--- src/rtl/instr_fetch.sv ---
// Instruction-fetch stage: PC register, req/valid fetch FSM,
// one-entry skid buffer and redirect handling for the decoder.
module instr_fetch #(
    parameter logic [31:0] RESET_PC = 32'h0000_0000
) (
    input  logic        clk,
    input  logic        rst,
    output logic        imem_req,
    output logic [31:0] imem_addr,
    input  logic [31:0] imem_rdata,
    input  logic        imem_valid,
    input  logic        stall,
    input  logic        redirect,
    input  logic [31:0] redirect_pc,
    output logic [31:0] instr,
    output logic [5:0]  opcode,
    output logic [31:0] pc_plus4,
    output logic        instr_valid
);

    typedef enum logic [1:0] {
        IDLE,
        REQ,
        HOLD,
        DRAIN
    } state_t;

    state_t      state;
    logic [31:0] pc;
    logic [31:0] skid_instr;
    logic [31:0] skid_pc4;
    logic        skid_full;

    logic        consume;
    logic        slot_free;
    logic [31:0] target;
    logic [31:0] pc_next4;
    logic [31:0] addr_next4;
    logic        unused_bits;

    assign consume     = instr_valid && !stall;
    assign slot_free   = !instr_valid || !stall;
    assign target      = {redirect_pc[31:2], 2'b00};
    assign pc_next4    = pc + 32'd4;
    assign addr_next4  = imem_addr + 32'd4;
    assign opcode      = instr[31:26];
    assign unused_bits = ^redirect_pc[1:0];

    always_ff @(posedge clk) begin
        if (rst) begin
            state       <= IDLE;
            imem_req    <= 1'b0;
            imem_addr   <= RESET_PC;
            pc          <= RESET_PC;
            instr       <= '0;
            pc_plus4    <= '0;
            instr_valid <= 1'b0;
            skid_instr  <= '0;
            skid_pc4    <= '0;
            skid_full   <= 1'b0;
        end else if (redirect) begin
            pc          <= target;
            instr_valid <= 1'b0;
            skid_full   <= 1'b0;
            unique case (state)
                REQ: begin
                    // An un-answered request cannot be withdrawn.
                    if (imem_valid) begin
                        imem_addr <= target;
                    end else begin
                        state <= DRAIN;
                    end
                end
                DRAIN: begin
                end
                default: begin
                    imem_addr <= target;
                    imem_req  <= 1'b1;
                    state     <= REQ;
                end
            endcase
        end else begin
            if (consume) begin
                instr_valid <= 1'b0;
            end
            unique case (state)
                IDLE: begin
                    imem_addr <= pc;
                    imem_req  <= 1'b1;
                    state     <= REQ;
                end
                REQ: begin
                    if (imem_valid) begin
                        pc <= pc_next4;
                        if (slot_free) begin
                            instr       <= imem_rdata;
                            pc_plus4    <= addr_next4;
                            instr_valid <= 1'b1;
                            imem_addr   <= pc_next4;
                        end else begin
                            skid_instr <= imem_rdata;
                            skid_pc4   <= addr_next4;
                            skid_full  <= 1'b1;
                            imem_req   <= 1'b0;
                            state      <= HOLD;
                        end
                    end
                end
                HOLD: begin
                    if (consume && skid_full) begin
                        instr       <= skid_instr;
                        pc_plus4    <= skid_pc4;
                        instr_valid <= 1'b1;
                        skid_full   <= 1'b0;
                        imem_addr   <= pc;
                        imem_req    <= 1'b1;
                        state       <= REQ;
                    end
                end
                DRAIN: begin
                    if (imem_valid) begin
                        imem_addr <= pc;
                        state     <= REQ;
                    end
                end
                default: begin
                    state <= IDLE;
                end
            endcase
        end
    end

endmodule

--- config.mk ---
export PLATFORM = sky130hd
export DESIGN_NAME = instr_fetch
export DESIGN_NICKNAME = d
export VERILOG_FILES = /design/src/rtl/instr_fetch.sv
export SDC_FILE = /design/constraint.sdc
export NUM_CORES = 1
export LEC_CHECK = 0
export BUFFER_PORTS_ARGS = -buffer_cell sky130_fd_sc_hd__buf_2
export CAP_MARGIN = 20
export CORE_MARGIN = 10
export CORE_UTILIZATION = 29
export DETAILED_ROUTE_END_ITERATION = 10
export PLACE_DENSITY_LB_ADDON = 0.12
export RECOVER_POWER = 50
export SYNTH_ARGS = -nofsm -noshare
export SYNTH_HDL_FRONTEND = slang
export SYNTH_SLANG_ARGS = --single-unit
--- constraint.sdc ---
create_clock -name clk -period 2.23 [get_ports clk]
set_input_delay 0.446 -clock clk [delete_from_list [all_inputs] [get_ports clk]]
set_output_delay 0.446 -clock clk [all_outputs]
set_load 0.005 [all_outputs]
-- Word-level counts from Yosys, hierarchy flattened
Cells that the tools add are included.
- flip-flop bits (word level): 197
- input port bits: 69
- word-level logic and storage cells: 92
- add/subtract/negate cells: 2
- equal/unequal tests: 15
- mux-type cells: 42
- bitwise logic cells: 2
- reduce and logical (&&, ||, !) cells: 20
- operators with widths (operator ; number):
    2-to-1 mux 32 bit ; 15
    case mux 32 bit (2 select lines) ; 3
    case mux 32 bit (4 select lines) ; 1
    adder 32 x 3 -> 32 bit, second input constant ; 2
    != test 3 bit, second input constant ; 5
    AND reduction 5 bit ; 3
    != test 2 bit, second input constant ; 7
    2-to-1 mux 1 bit ; 12
    2-to-1 mux 2 bit ; 6
    case mux 2 bit (4 select lines) ; 1
    AND reduction 4 bit ; 2
    AND reduction 6 bit ; 1
    nonzero test 2 bit ; 3
    == test 2 bit, second input constant ; 2
    case mux 1 bit (2 select lines) ; 2
    case mux 2 bit (2 select lines) ; 1
    AND reduction 2 bit ; 2
    nonzero test 4 bit ; 1
    OR reduction 2 bit ; 2
    case mux 1 bit (3 select lines) ; 1
    == test 2 x 1 -> 1 bit, second input constant ; 1
    logical AND 1 bit ; 2
    zero test 1 bit ; 2
    zero test 2 bit ; 1
    2 further kinds ; 3

-- Logic depth before layout (Yosys ltp)
Gate-level depths: netlist (run 1).
- depth in word-level cells: 6
- gate-level depth with buffers: 8

-- Worst setup path after synthesis (run 1)
Ideal clock, no wire load.
- path kind: flip-flop to flip-flop
- start point: register state[1]
- end point: register imem_addr[31]
- data arrival time: 1.906 ns
- setup slack: 0.233 ns
- cell stages (with the launch flop): 8
- path buffers: 0
- period minus slack after synthesis: 1.997 ns
- path through: dfxtp_1 > inv_1 > ha_1 > clkinv_1 > nor2_1 > nand4_1 > or3_1 > a311oi_1
- word-level cells in the longest chain between the ends: 3
- elaborated cells on any way between the ends: 13
- those cells by class: 8 x eq/ne; 3 x mux; 2 x reduce/logical
- RTL lines (what ; RTL line ; text):
    start, declared ; 28 ; state_t state;
    start signal, assigned ; 51 ; state <= IDLE;
    start signal, assigned ; 71 ; state <= DRAIN;
    start signal, assigned ; 79 ; state <= REQ;
    == test 2 x 1 -> 1 bit, or another cell as far along ; 65, 86 ;
    != test 3 bit (no line), or another cell as far along ; -- ;
    AND reduction 5 bit (no line) or 2-to-1 mux 32 bit (tied branches) ; -- ;
    end signal, assigned ; 69 ; imem_addr <= target;
    end signal, assigned ; 77 ; imem_addr <= target;
    end signal, assigned ; 88 ; imem_addr <= pc;
    end, declared ; 9 ; output logic [31:0] imem_addr,
Parallel ways exist; a longest one is shown, timed or not.
A chain may end at the register's enable or synchronous reset.

-- Worst setup path in the final report (run 1)
- start point: register pc[16]
- end point: register pc[31]
- word-level cells in the longest chain between the ends: 4
- RTL lines (what ; RTL line ; text):
    start, declared ; 29 ; logic [31:0] pc;
    start signal, assigned ; 62 ; pc <= target;
    start signal, assigned ; 94 ; pc <= pc_next4;
    adder 32 x 3 -> 32 bit ; 44 ; assign pc_next4 = pc + 32'd4;
    2-to-1 mux 32 bit ; 93 ; if (imem_valid) begin
    2-to-1 mux 32 bit ; 86 ; unique case (state)
    2-to-1 mux 32 bit ; 61 ; end else if (redirect) begin
No other way between the ends. The select of a mux whose other input is x is not followed.

==> qor.yml, run 1 <==
outcome: "completed"
hold_violations: 0
track_usage_pct: 15.7
synth_edf_count: 0
yosys_warnings: 0
initial_core_util_pct: 29.2
core_area_um2: 32400
drive_gt1_share_pct: 16.7
cts_root_buf: "clkbuf_16"
setup_tns_ns: 0
startpoint: "pc[16]$_SDFFE_PP0P_"
wl_um: 32400
netlist_area_um2: 9460
globalRouteMet1Util_pct: 21.4
power_density_nw_per_um2: 737
area_delta_synth_final_pct: 23.0
wire_per_inst_um: 18.3
portBuffers: 166
grt_pass1_vias: 8440
layout_common_cells: "187 x dfxtp_1, 151 x nand2_1, 98 x a21oi_1, 90 x clkbuf_1, 87 x buf_2"
setup_viol: 0
grt_first_pass_wirelength_um: 51000
p_leak_nw: 4.19
finalPower_w: 0.00858
grt_max_degree: 138
clk_latency_ns: 0.44
yosysTopAreaCellShare_pct: 40.0
dpl.cell_count: 1740
crit_path_max_fanout: 6
gp_congestion: 0.888
setup_slack_ns: 0.126
hp-class: "in -> reg"
ys_seq_elements: 189
top_usage_layer: "met2"
syn_area_per_cell_um2: 8.23
chipWidth_um: 201
required_ns: 2.58
drtIter0Drc: 451
endpoint_kind: "flip-flop"
remaining_drc_errors: 0
fin_cells: 1773
h-tree-depth: 4
via_count: 8876
worst-setup-path-type: "reg -> reg"
fmaxAchievable_mhz: 475
nNetsFinal: 1392
ctsLongestPathBuffers: 2
r2r_start: "pc[16]$_SDFFE_PP0P_"
grt.overflow.total: 0
antenna_found_initial: 2
reg2reg_depth: 6
pre_cts_ws_ns: 0.119
grt_use_met3_pct: 3.31
endpoint: "pc[31]$_SDFFE_PP0P_"
period_share_pct: 94.4
synth_seq_area_share_pct: 40.0
rows: 66
ant_nets: 0
ir_drop_uv: 587
worstMarginPinSlew_ns: 0.732
postSynthCellCount: 1150
dieArea_um2: 40200
dr.pass1.iters: 5
r2r_setup_slack_ns: 0.13
slew_viol_final: 0
synth_ff_type: "dfxtp_1"
start_kind: "flip-flop"
numCtsBuffers: 17
viasPerCell: 5.01
postCtsSetupRepairBufs: 0
ys_types: 68
tritoncts: "built"
synth_largest_area_cell: "dfxtp_1"
dp_hpwl_um: 23300
final_util_pct: 35.9
final_common_cell: "dfxtp_1"
fin_skew_ns: 0.0104
cp.arrival_ns: 2.45
slew_headroom_pct: 51.2
ios: 173
async_reset_ff_share_pct: 0
netlist_top_cells_area: "dfxtp_1 40%, nand2_1 6.0%, a21oi_1 5.2%, a211oi_1 4.0%, mux2i_1 4.0%"
reg2reg_to: "pc[31]$_SDFFE_PP0P_"
die-height_um: 201
drv_cap: 0
rsz0062_at_grt: "no"
clkTransAtPathRegs_ns: 0.07
clkSinkCount: 189
min_period_ns: 2.10
gr-usage-met2_pct: 24.5
fillers: 3524
-- cells by family after synthesis --
| kind of cell | after synthesis | synth area share (%) |
|---|---|---|
| other | 1 | 0.0396 |
| XOR/XNOR | 61 | 5.65 |
| AO/OA/AOI/OAI | 302 | 20.9 |
| multiplexers | 38 | 4.02 |
| AND/OR/NAND/NOR | 431 | 22.9 |
| buffers and inverters | 122 | 5.63 |
| flip-flops | 189 | 40.0 |
| adder cells (fa/ha/maj) | 6 | 0.794 |
-- registers in the layout, indices dropped and copies added, names as in the netlist --
signal	cells
instr	32
instr_valid	1
pc	30
imem_addr	30
imem_req	1
skid_instr	32
pc_plus4	30
skid_pc4	30
state	2
skid_full	1
-- worst max-delay path, stage by stage, from the launching register on --
cell and delay (ns):
dfxtp_1 0.40, nand4_1 0.19, nor4_4 0.44, nand4_1 0.20, buf_4 0.20, or3_1 0.34, a311oi_1 0.24
-- repair_timing --
item | in CTS | in global routing
hold buffers | 0 | 0
endpoints found under the setup margin | 0 | 5
gates resized for setup | 0 | 6
-- layer usage --
metal	wire length, µm	vias up
li1	-	4498
met1	15800	4136
met2	14800	210
met3	1370	30
met4	457	2
met5	18	-
-- power by group --
group | total (W) | internal [W] | switching (W)
registers | 0.00380 | 0.00359 | 0.000210
logic | 0.00149 | 0.000593 | 0.000896
clock network | 0.00328 | 0.00185 | 0.00144
total | 0.00858 | 0.00603 | 0.00254
-- stage by stage --
step / hold slack (ns) / instance area, µm²
after global routing: 0.237 / 11600
final: 0.248 / 11600
after detailed placement: 0.443 / 11200
after CTS: 0.223 / 11800
after global placement: 0.439 / 11200
after floorplan: 0.436 / 9470
-- cell usage after synthesis, types with 4 or more instances --
| cell type | count |
|---|---|
| a311oi_1 | 12 |
| a211oi_1 | 51 |
| buf_2 | 18 |
| buf_4 | 14 |
| dfxtp_1 | 189 |
| or3_1 | 10 |
| o21ai_0 | 49 |
| and3_1 | 23 |
| nand3_1 | 39 |
| xor2_1 | 29 |
| a31oi_1 | 5 |
| nand2b_1 | 16 |
| o211a_1 | 7 |
| o21a_1 | 5 |
| clkbuf_1 | 63 |
| and4_1 | 7 |
| a21oi_1 | 98 |
| ha_1 | 6 |
| xnor2_1 | 32 |
| or4_1 | 4 |
| o22ai_1 | 10 |
| a31o_2 | 5 |
| nor4_1 | 17 |
| inv_1 | 17 |
| nor3_1 | 24 |
| o31a_1 | 6 |
| nand2_1 | 151 |
| o221ai_1 | 4 |
| o211ai_1 | 16 |
| buf_1 | 8 |
| nor2_1 | 87 |
| nand4_1 | 27 |
| mux2i_1 | 38 |
| o41ai_1 | 5 |
| a21boi_0 | 5 |
-- how the worst min path moves through the flow --
stage / start / endpoint / slack (ns) / depth (start not counted)
floorplan: skid_instr[0]$_SDFFE_PP0P_ / skid_instr[0]$_SDFFE_PP0P_ / 0.44 / 2
global placement: pc_plus4[2]$_SDFFE_PP0P_ / pc_plus4[2]$_SDFFE_PP0P_ / 0.44 / 2
detailed placement: pc_plus4[5]$_SDFFE_PP0P_ / pc_plus4[5]$_SDFFE_PP0P_ / 0.44 / 2
CTS: imem_rdata[25] / skid_instr[25]$_SDFFE_PP0P_ / 0.22 / 3
global route: imem_rdata[28] / skid_instr[28]$_SDFFE_PP0P_ / 0.24 / 3
finish: imem_rdata[17] / skid_instr[17]$_SDFFE_PP0P_ / 0.25 / 3
-- area by class of cell --
type / instances / area (µm²) / share of cell area [%]
Sequential cell: 189 / 3790 / 32.5
Clock inverter: 11 / 155 / 1.33
Timing Repair Buffer: 248 / 1410 / 12.1
Tap cell: 442 / 553 / 4.75
Clock buffer: 21 / 460 / 3.96
Antenna cell: 1 / 2.50 / 0.0215
Multi-Input combinational cell: 842 / 5190 / 44.6
Inverter: 19 / 71.3 / 0.613
Power figures use the tool's default switching activity.
==> run 2, diff against run 1 <==
--- a/config.mk
+++ b/config.mk
@@ -5,6 +5,8 @@
 export SDC_FILE = /design/constraint.sdc
 export NUM_CORES = 1
 export LEC_CHECK = 0
+export ABC_AREA = 1
+export ABC_CLOCK_PERIOD_IN_PS = 2230
 export BUFFER_PORTS_ARGS = -buffer_cell sky130_fd_sc_hd__buf_2
 export CAP_MARGIN = 20
 export CORE_MARGIN = 10
==> run 2 against run 1 <==
Against the previous run:
- highest routed layer is now met4
- worst hold slack improved by 0.0073 ns
- sequential power is 12% higher
- first-iteration DRC count increased by 67%
- die area up 3.1%
- largest cell class unchanged
- largest power group unchanged
- via count increased by 13%
==> qor.yml, run 2 <==
track_usage_pct: 17.2  # +1.5 points
async_reset_ff_share_pct: 0  # unchanged
synth_largest_area_cell: "dfxtp_1"
combPwrFrac_pct: 25.9  # +8.5 points
fmaxAchievable_mhz: 481  # +1.3%
reg2reg_depth: 10  # +4
postSynthCellCount: 1523  # +32%
cp.arrival_ns: 2.41  # -0.04 ns
netlist_top_cells_area: "dfxtp_1 39%, nand2_1 16%, nor2_1 9.5%, o21ai_0 8.6%, a21oi_1 5.4%"
dp_hpwl_um: 26700  # +15%
rsz0062_at_grt: "no"
hold_ws_ns: 0.256  # +0.00725 ns
yosysTopAreaCellShare_pct: 38.7  # -1.3 points
wire_per_inst_um: 17.1  # -6.3%
worstMarginPinSlew_ns: 0.690  # -0.0414 ns
outcome: "completed"
drv_cap: 0  # unchanged
area_delta_synth_final_pct: 17.9
gp_congestion: 0.883  # -0.57%
slew_viol_final: 0  # unchanged
ys_types: 35  # -49%
initial_core_util_pct: 29.3  # +0.035 points
finalPower_w: 0.0101  # +18%
final_common_cell: "nand2_1"
numCtsBuffers: 17  # unchanged
crit_path_max_fanout: 30  # +24
synth_common_cells: "415 x nand2_1, 248 x nor2_1, 189 x dfxtp_1"
ir_drop_uv: 565  # -3.7%
p_int_w: 0.00645  # +6.9%
startpoint: "state[1]$_SDFFE_PP0P_"
power.switching_w: 0.00367  # +44%
synth_edf_count: 0  # unchanged
min_period_ns: 2.08  # -0.0271 ns
portBuffers: 166  # unchanged
ctsLongestPathBuffers: 2  # unchanged
clkTransAtPathRegs_ns: 0.08  # about the same
setup_tns_ns: 0  # unchanged
p_leak_nw: 4.74  # +13%
grt_first_pass_wirelength_um: 56300  # +10%
drive_gt1_share_pct: 9.84  # -6.9 points
endpoint: "imem_addr[28]$_SDFFE_PP0P_"
period_share_pct: 93.1  # -1.2 points
fillers: 3750  # +6.4%
fin_skew_ns: 0.0117  # +0.00128 ns
hold_violations: 0  # unchanged
p_sw_share_pct: 36.3  # +6.6 points
synth.most_common_cell: "nand2_1"
reg2reg_to: "imem_addr[28]$_SDFFE_PP0P_"
rows: 67  # +1.5%
required_ns: 2.56  # -0.02 ns
clkSinkCount: 189  # unchanged
seqPwrFrac_pct: 42.1  # -2.2 points
dr.pass1.iters: 5  # unchanged
clkPwrFrac_pct: 32.0  # -6.3 points
clk_latency_ns: 0.46  # +0.02 ns
final_util_pct: 34.5  # -1.4 points
remaining_drc_errors: 0  # unchanged
hp-class: "in -> reg"
power_density_nw_per_um2: 876  # +19%
drtIter0Drc: 751  # +67%
grt_max_degree: 71  # -49%
yosys_warnings: 0  # unchanged
core_area_um2: 33400  # +3.3%
chipWidth_um: 204  # +1.5%
r2r_setup_slack_ns: 0.15  # +0.03 ns
ios: 173  # unchanged
syn_area_per_cell_um2: 6.43  # -22%
worst-setup-path-type: "reg -> reg"
dieArea_um2: 41500  # +3.1%
via_count: 10000  # +13%
ys_seq_elements: 189  # unchanged
die-height_um: 204  # +1.5%
cts_root_buf: "clkbuf_16"
endpoint_kind: "flip-flop"
ant_nets: 0  # unchanged
setup_viol: 0  # unchanged
viasPerCell: 4.75  # -5.2%
antenna_found_initial: 0  # -2
wl_um: 36200  # +12%
grt.overflow.total: 0  # unchanged
slew_headroom_pct: 54.0  # +2.8 points
synth_seq_area_share_pct: 38.7  # -1.3 points
nNetsFinal: 1730  # +24%
postCtsSetupRepairBufs: 0  # unchanged
h-tree-depth: 4  # unchanged
tritoncts: "built"
num_antenna_cells: 0  # -1
netlist_area_um2: 9790  # +3.5%
synth_ff_type: "dfxtp_1"
start_kind: "flip-flop"
layout_common_cells: "416 x nand2_1, 249 x nor2_1, 189 x dfxtp_1, 169 x o21ai_0, 116 x inv_1"
r2r_start: "state[1]$_SDFFE_PP0P_"
grt_pass1_vias: 9658  # +14%
largestRegisters: "instr: 32 flops, skid_instr: 32 flops"
==> run 2: cell types whose count changed after synthesis, sizes merged, moves of 23 or more <==
cell    previous run  this run
o21ai             50       180
nand4             30         5
a211oi            52         3
clkbuf            63        39
mux2i             38         0
nand2            152       416
and3              23         0
inv               17       123
nor2              87       259
a31oi              5        42
xnor2             32         8
==> run 2: final cells by class <==
type | count | area, µm² | area share [%]
inverter | 123 | 465 | 4.03
multi-input combinational | 1122 | 5060 | 43.9
tap | 448 | 561 | 4.86
timing repair buffer | 202 | 1060 | 9.20
clock buffer | 19 | 453 | 3.92
sequential | 189 | 3780 | 32.8
clock inverter | 12 | 153 | 1.32
==> run 2: timing repair <==
item                       CTS  global route
setup endpoints to repair    0             5
hold buffers                 0             0
gates resized for setup      0             2
==> run 2: how the worst min path moves through the flow <==
stage                                          end  slack, ns  cells after the start                     start
after floorplan           skid_pc4[5]$_SDFFE_PP0P_       0.44                      2  skid_pc4[5]$_SDFFE_PP0P_
after CTS                    instr[4]$_SDFFE_PP0P_       0.24                      3             imem_rdata[4]
final                        instr[4]$_SDFFE_PP0P_       0.26                      3             imem_rdata[4]
after detailed placement     imem_req$_SDFFE_PP0P_       0.45                      2     imem_req$_SDFFE_PP0P_
after global routing         instr[4]$_SDFFE_PP0P_       0.25                      3             imem_rdata[4]
after global placement       imem_req$_SDFFE_PP0P_       0.44                      2     imem_req$_SDFFE_PP0P_
==> run 2: per-layer routing <==
layer  vias up  wire length [µm]  GRT usage [%]
met5         -                 0              0
met4         0               470           4.37
met2       218             16800           28.3
met1      4644             17400           22.7
met3        27              1500           3.16
li1       5153                 -              -
==> run 2: cells by family (layout without fill, tap and decap cells) <==
logic type / count (synthesis) / count (layout) / share of synthesized area (%)
compound gates: 347 / 347 / 18.8
xor+xnor: 22 / 22 / 1.97
fa+ha+maj: 6 / 6 / 0.767
buf+inv: 215 / 356 / 9.55
flops: 189 / 189 / 38.7
other cells: 1 / 4 / 0.0383
simple gates: 743 / 743 / 30.2
==> run 2: power by group through the flow <==
stage,clock [W],sequential (W),combinational (W)
after floorplan,0,0.00423,0.00161
after global placement,0,0.00432,0.00276
after detailed placement,0,0.00433,0.00276
after CTS,0.00334,0.00425,0.00277
after global routing,0.00347,0.00432,0.00300
final,0.00324,0.00426,0.00262
==> run 2: metrics by stage <==
stage          setup WS, ns  area [µm²]  std cells
3_5_place_dp          0.174       11100       2084
3_3_place_gp          0.218       11100       2084
5_1_grt             0.00292       11500       2115
4_1_cts               0.172       11700       2115
6_report              0.153       11500       2115
2_1_floorplan         0.589        9800       1526
==> run 2: critical path, cell delays in order (launching register included) <==
cell	delay (ns)
dfxtp_1	0.36
inv_1	0.09
ha_1	0.29
nand2_1	0.17
nand2_1	0.07
o21ai_0	0.07
nand3_1	0.18
buf_12	0.22
nand2_1	0.07
nand2_1	0.11
a21oi_1	0.31
==> run 3, diff against run 2 <==
--- a/config.mk
+++ b/config.mk
@@ -9,9 +9,12 @@
 export ABC_CLOCK_PERIOD_IN_PS = 2230
 export BUFFER_PORTS_ARGS = -buffer_cell sky130_fd_sc_hd__buf_2
 export CAP_MARGIN = 20
+export CORE_ASPECT_RATIO = 0.8
 export CORE_MARGIN = 10
 export CORE_UTILIZATION = 29
 export DETAILED_ROUTE_END_ITERATION = 10
+export GPL_ROUTABILITY_DRIVEN = 0
+export MAX_ROUTING_LAYER = met4
 export PLACE_DENSITY_LB_ADDON = 0.12
 export RECOVER_POWER = 50
 export SYNTH_ARGS = -nofsm -noshare
==> run 3 against run 2 <==
Against the previous run:
- worst hold slack got worse by 0.0049 ns
- first-iteration DRC count rose by 4.9%
- clock skew rose by 0.0036 ns
- non-clock buffer count fell by 1
- critical endpoint is now pc_plus4[11]$_SDFFE_PP0P_
- cell count fell by 0.66%
- sequential share of layout area rose by 0.16 points
==> qor.yml, run 3 (synthesized netlist as in run 2, its figures left out) <==
hold_violations: 0  # unchanged
nNetsFinal: 1729  # -0.058%
remaining_drc_errors: 0  # unchanged
place_area_um2: 11000  # -0.45%
r2r_setup_slack_ns: 0.14  # about the same
layout_common_cells: "415 x nand2_1, 246 x nor2_1, 189 x dfxtp_1, 168 x o21ai_0, 114 x inv_1"
endpoint_kind: "flip-flop"
grt.overflow.total: 0  # unchanged
start_kind: "flip-flop"
cts_resized: 0  # unchanged
grt_first_pass_wirelength_um: 55800  # -0.91%
fmaxAchievable_mhz: 479  # -0.57%
p_int_w: 0.00621  # -3.6%
worstMarginPinSlew_ns: 0.715  # +0.0244 ns
ctsHoldBuffers: 0  # unchanged
ant_nets: 0  # unchanged
clkSinkCount: 189  # unchanged
antenna_found_initial: 0  # unchanged
period_share_pct: 93.7  # +0.53 points
r2r_start: "imem_addr[2]$_SDFFE_PP0P_"
outcome: "completed"
hold_start: "imem_rdata[19]"
final_common_cell: "nand2_1"
wire_per_inst_um: 17.0  # -0.36%
clk_latency_ns: 0.46  # about the same
cp.arrival_ns: 2.48  # +0.07 ns
seqPwrFrac_pct: 42.7  # +0.6 points
hp-class: "in -> reg"
pre_cts_ws_ns: 0.231  # +0.0565 ns
slew_viol_final: 0  # unchanged
h-tree-depth: 4  # unchanged
ir_drop_uv: 532  # -5.9%
hold_ws_ns: 0.251  # -0.00486 ns
cts_root_buf: "clkbuf_16"
viasPerCell: 4.78  # +0.73%
track_usage_pct: 17.7  # +0.49 points
required_ns: 2.62  # +0.06 ns
final_cell_area_um2: 11500  # -0.48%
setup_viol: 0  # unchanged
via_count: 10000  # +0.060%
rows: 60  # -10%
multi_input_area_um2: 5090  # +0.44%
grt_pass1_vias: 9675  # +0.18%
ios: 173  # unchanged
numCtsBuffers: 17  # unchanged
dp_hpwl_um: 25800  # -3.4%
power.switching_w: 0.00372  # +1.4%
fin_skew_ns: 0.0153  # +0.00356 ns
min_period_ns: 2.09  # +0.0118 ns
die-height_um: 184  # -9.5%
reg2reg_to: "pc_plus4[11]$_SDFFE_PP0P_"
num_antenna_cells: 0  # unchanged
chipWidth_um: 225  # +11%
rsz0062_at_grt: "yes"
reg2reg_depth: 8  # -2
clkPwrFrac_pct: 31.2  # -0.8 points
setup_slack_ns: 0.141  # -0.0118 ns
hold-path-endpoint: "skid_instr[19]$_SDFFE_PP0P_"
initial_core_util_pct: 29.2  # -0.030 points
combPwrFrac_pct: 26.0  # about the same
wl_um: 35800  # -1.0%
drv_cap: 0  # unchanged
grt_max_degree: 83  # +17%
core_area_um2: 33500  # +0.10%
tritoncts: "built"
postCtsSetupRepairBufs: 0  # unchanged
dieArea_um2: 41500  # +0.11%
fillers: 3797  # +1.3%
area_delta_synth_final_pct: 17.4
p_leak_nw: 4.71  # -0.55%
drtIter0Drc: 788  # +4.9%
area.sequential_um2: 3780  # unchanged
ctsLongestPathBuffers: 2  # unchanged
hold_depth: 3  # unchanged
p_sw_share_pct: 37.4  # +1.2 points
crit_path_max_fanout: 9  # -70%
slew_headroom_pct: 52.4  # -1.6 points
worst-setup-path-type: "reg -> reg"
clkTransAtPathRegs_ns: 0.08  # about the same
largestRegisters: "instr: 32 flops, skid_instr: 32 flops"
drive_gt1_share_pct: 10.3  # +0.42 points
portBuffers: 166  # unchanged
dr.pass1.iters: 6  # +1
power_density_nw_per_um2: 864  # -1.4%
==> run 3: final cells by class <==
class                      count  share of cell area [%]
clock buffer                  18                    3.82
timing repair buffer         201                    8.91
inverter                     123                    4.04
tap                          434                    4.73
clock inverter                14                    1.27
sequential                   189                    32.9
multi-input combinational   1122                    44.3
==> run 3: metal layers <==
layer	global-route usage [%]	vias to the layer above	wire length (µm)
met5	-	-	0
met4	5.26	0	674
met3	3.57	35	2160
met2	25.6	289	14900
met1	24.4	4577	18100
li1	-	5147	-
==> run 3: worst max-delay path: stages, from the launching register on <==
cell and delay [ns]:
dfxtp_1 0.34, clkbuf_1 0.45, inv_1 0.11, nor2_2 0.22, nand2_1 0.22, nor2_2 0.22, xor2_1 0.27, nand2_1 0.08
a21oi_1 0.12
==> run 3: how the worst max path moves through the flow <==
stage | startpoint | to | slack, ns | cells past startpoint
6_report | imem_addr[2]$_SDFFE_PP0P_ | pc_plus4[11]$_SDFFE_PP0P_ | 0.14 | 8
5_1_grt | state[1]$_SDFFE_PP0P_ | pc[20]$_SDFFE_PP0P_ | -0.002 | 9
4_1_cts | imem_addr[3]$_SDFFE_PP0P_ | skid_pc4[14]$_SDFFE_PP0P_ | 0.19 | 10
3_5_place_dp | imem_addr[3]$_SDFFE_PP0P_ | skid_pc4[14]$_SDFFE_PP0P_ | 0.23 | 10
3_3_place_gp | imem_addr[3]$_SDFFE_PP0P_ | skid_pc4[26]$_SDFFE_PP0P_ | 0.20 | 10
2_1_floorplan | state[1]$_SDFFE_PP0P_ | pc[8]$_SDFFE_PP0P_ | 0.59 | 10
==> run 3: metrics by stage <==
step	setup TNS [ns]	instances	util, %	total power [W]
after CTS	0	2101	34.7	0.0102
after detailed placement	0	2069	32.9	0.00706
after global routing	-0.00195	2101	34.3	0.0106
after floorplan	0	1526	-	0.00584
final	0	2101	34.3	0.00993
after global placement	0	2069	32.9	0.00706
==> run 3: power groups by stage <==
| stage | clock, W | sequential [W] | combinational (W) |
|---|---|---|---|
| final | 0.00310 | 0.00424 | 0.00258 |
| after global routing | 0.00333 | 0.00432 | 0.00296 |
| after CTS | 0.00320 | 0.00424 | 0.00276 |
| after detailed placement | 0 | 0.00431 | 0.00275 |
| after global placement | 0 | 0.00432 | 0.00274 |
| after floorplan | 0 | 0.00423 | 0.00161 |
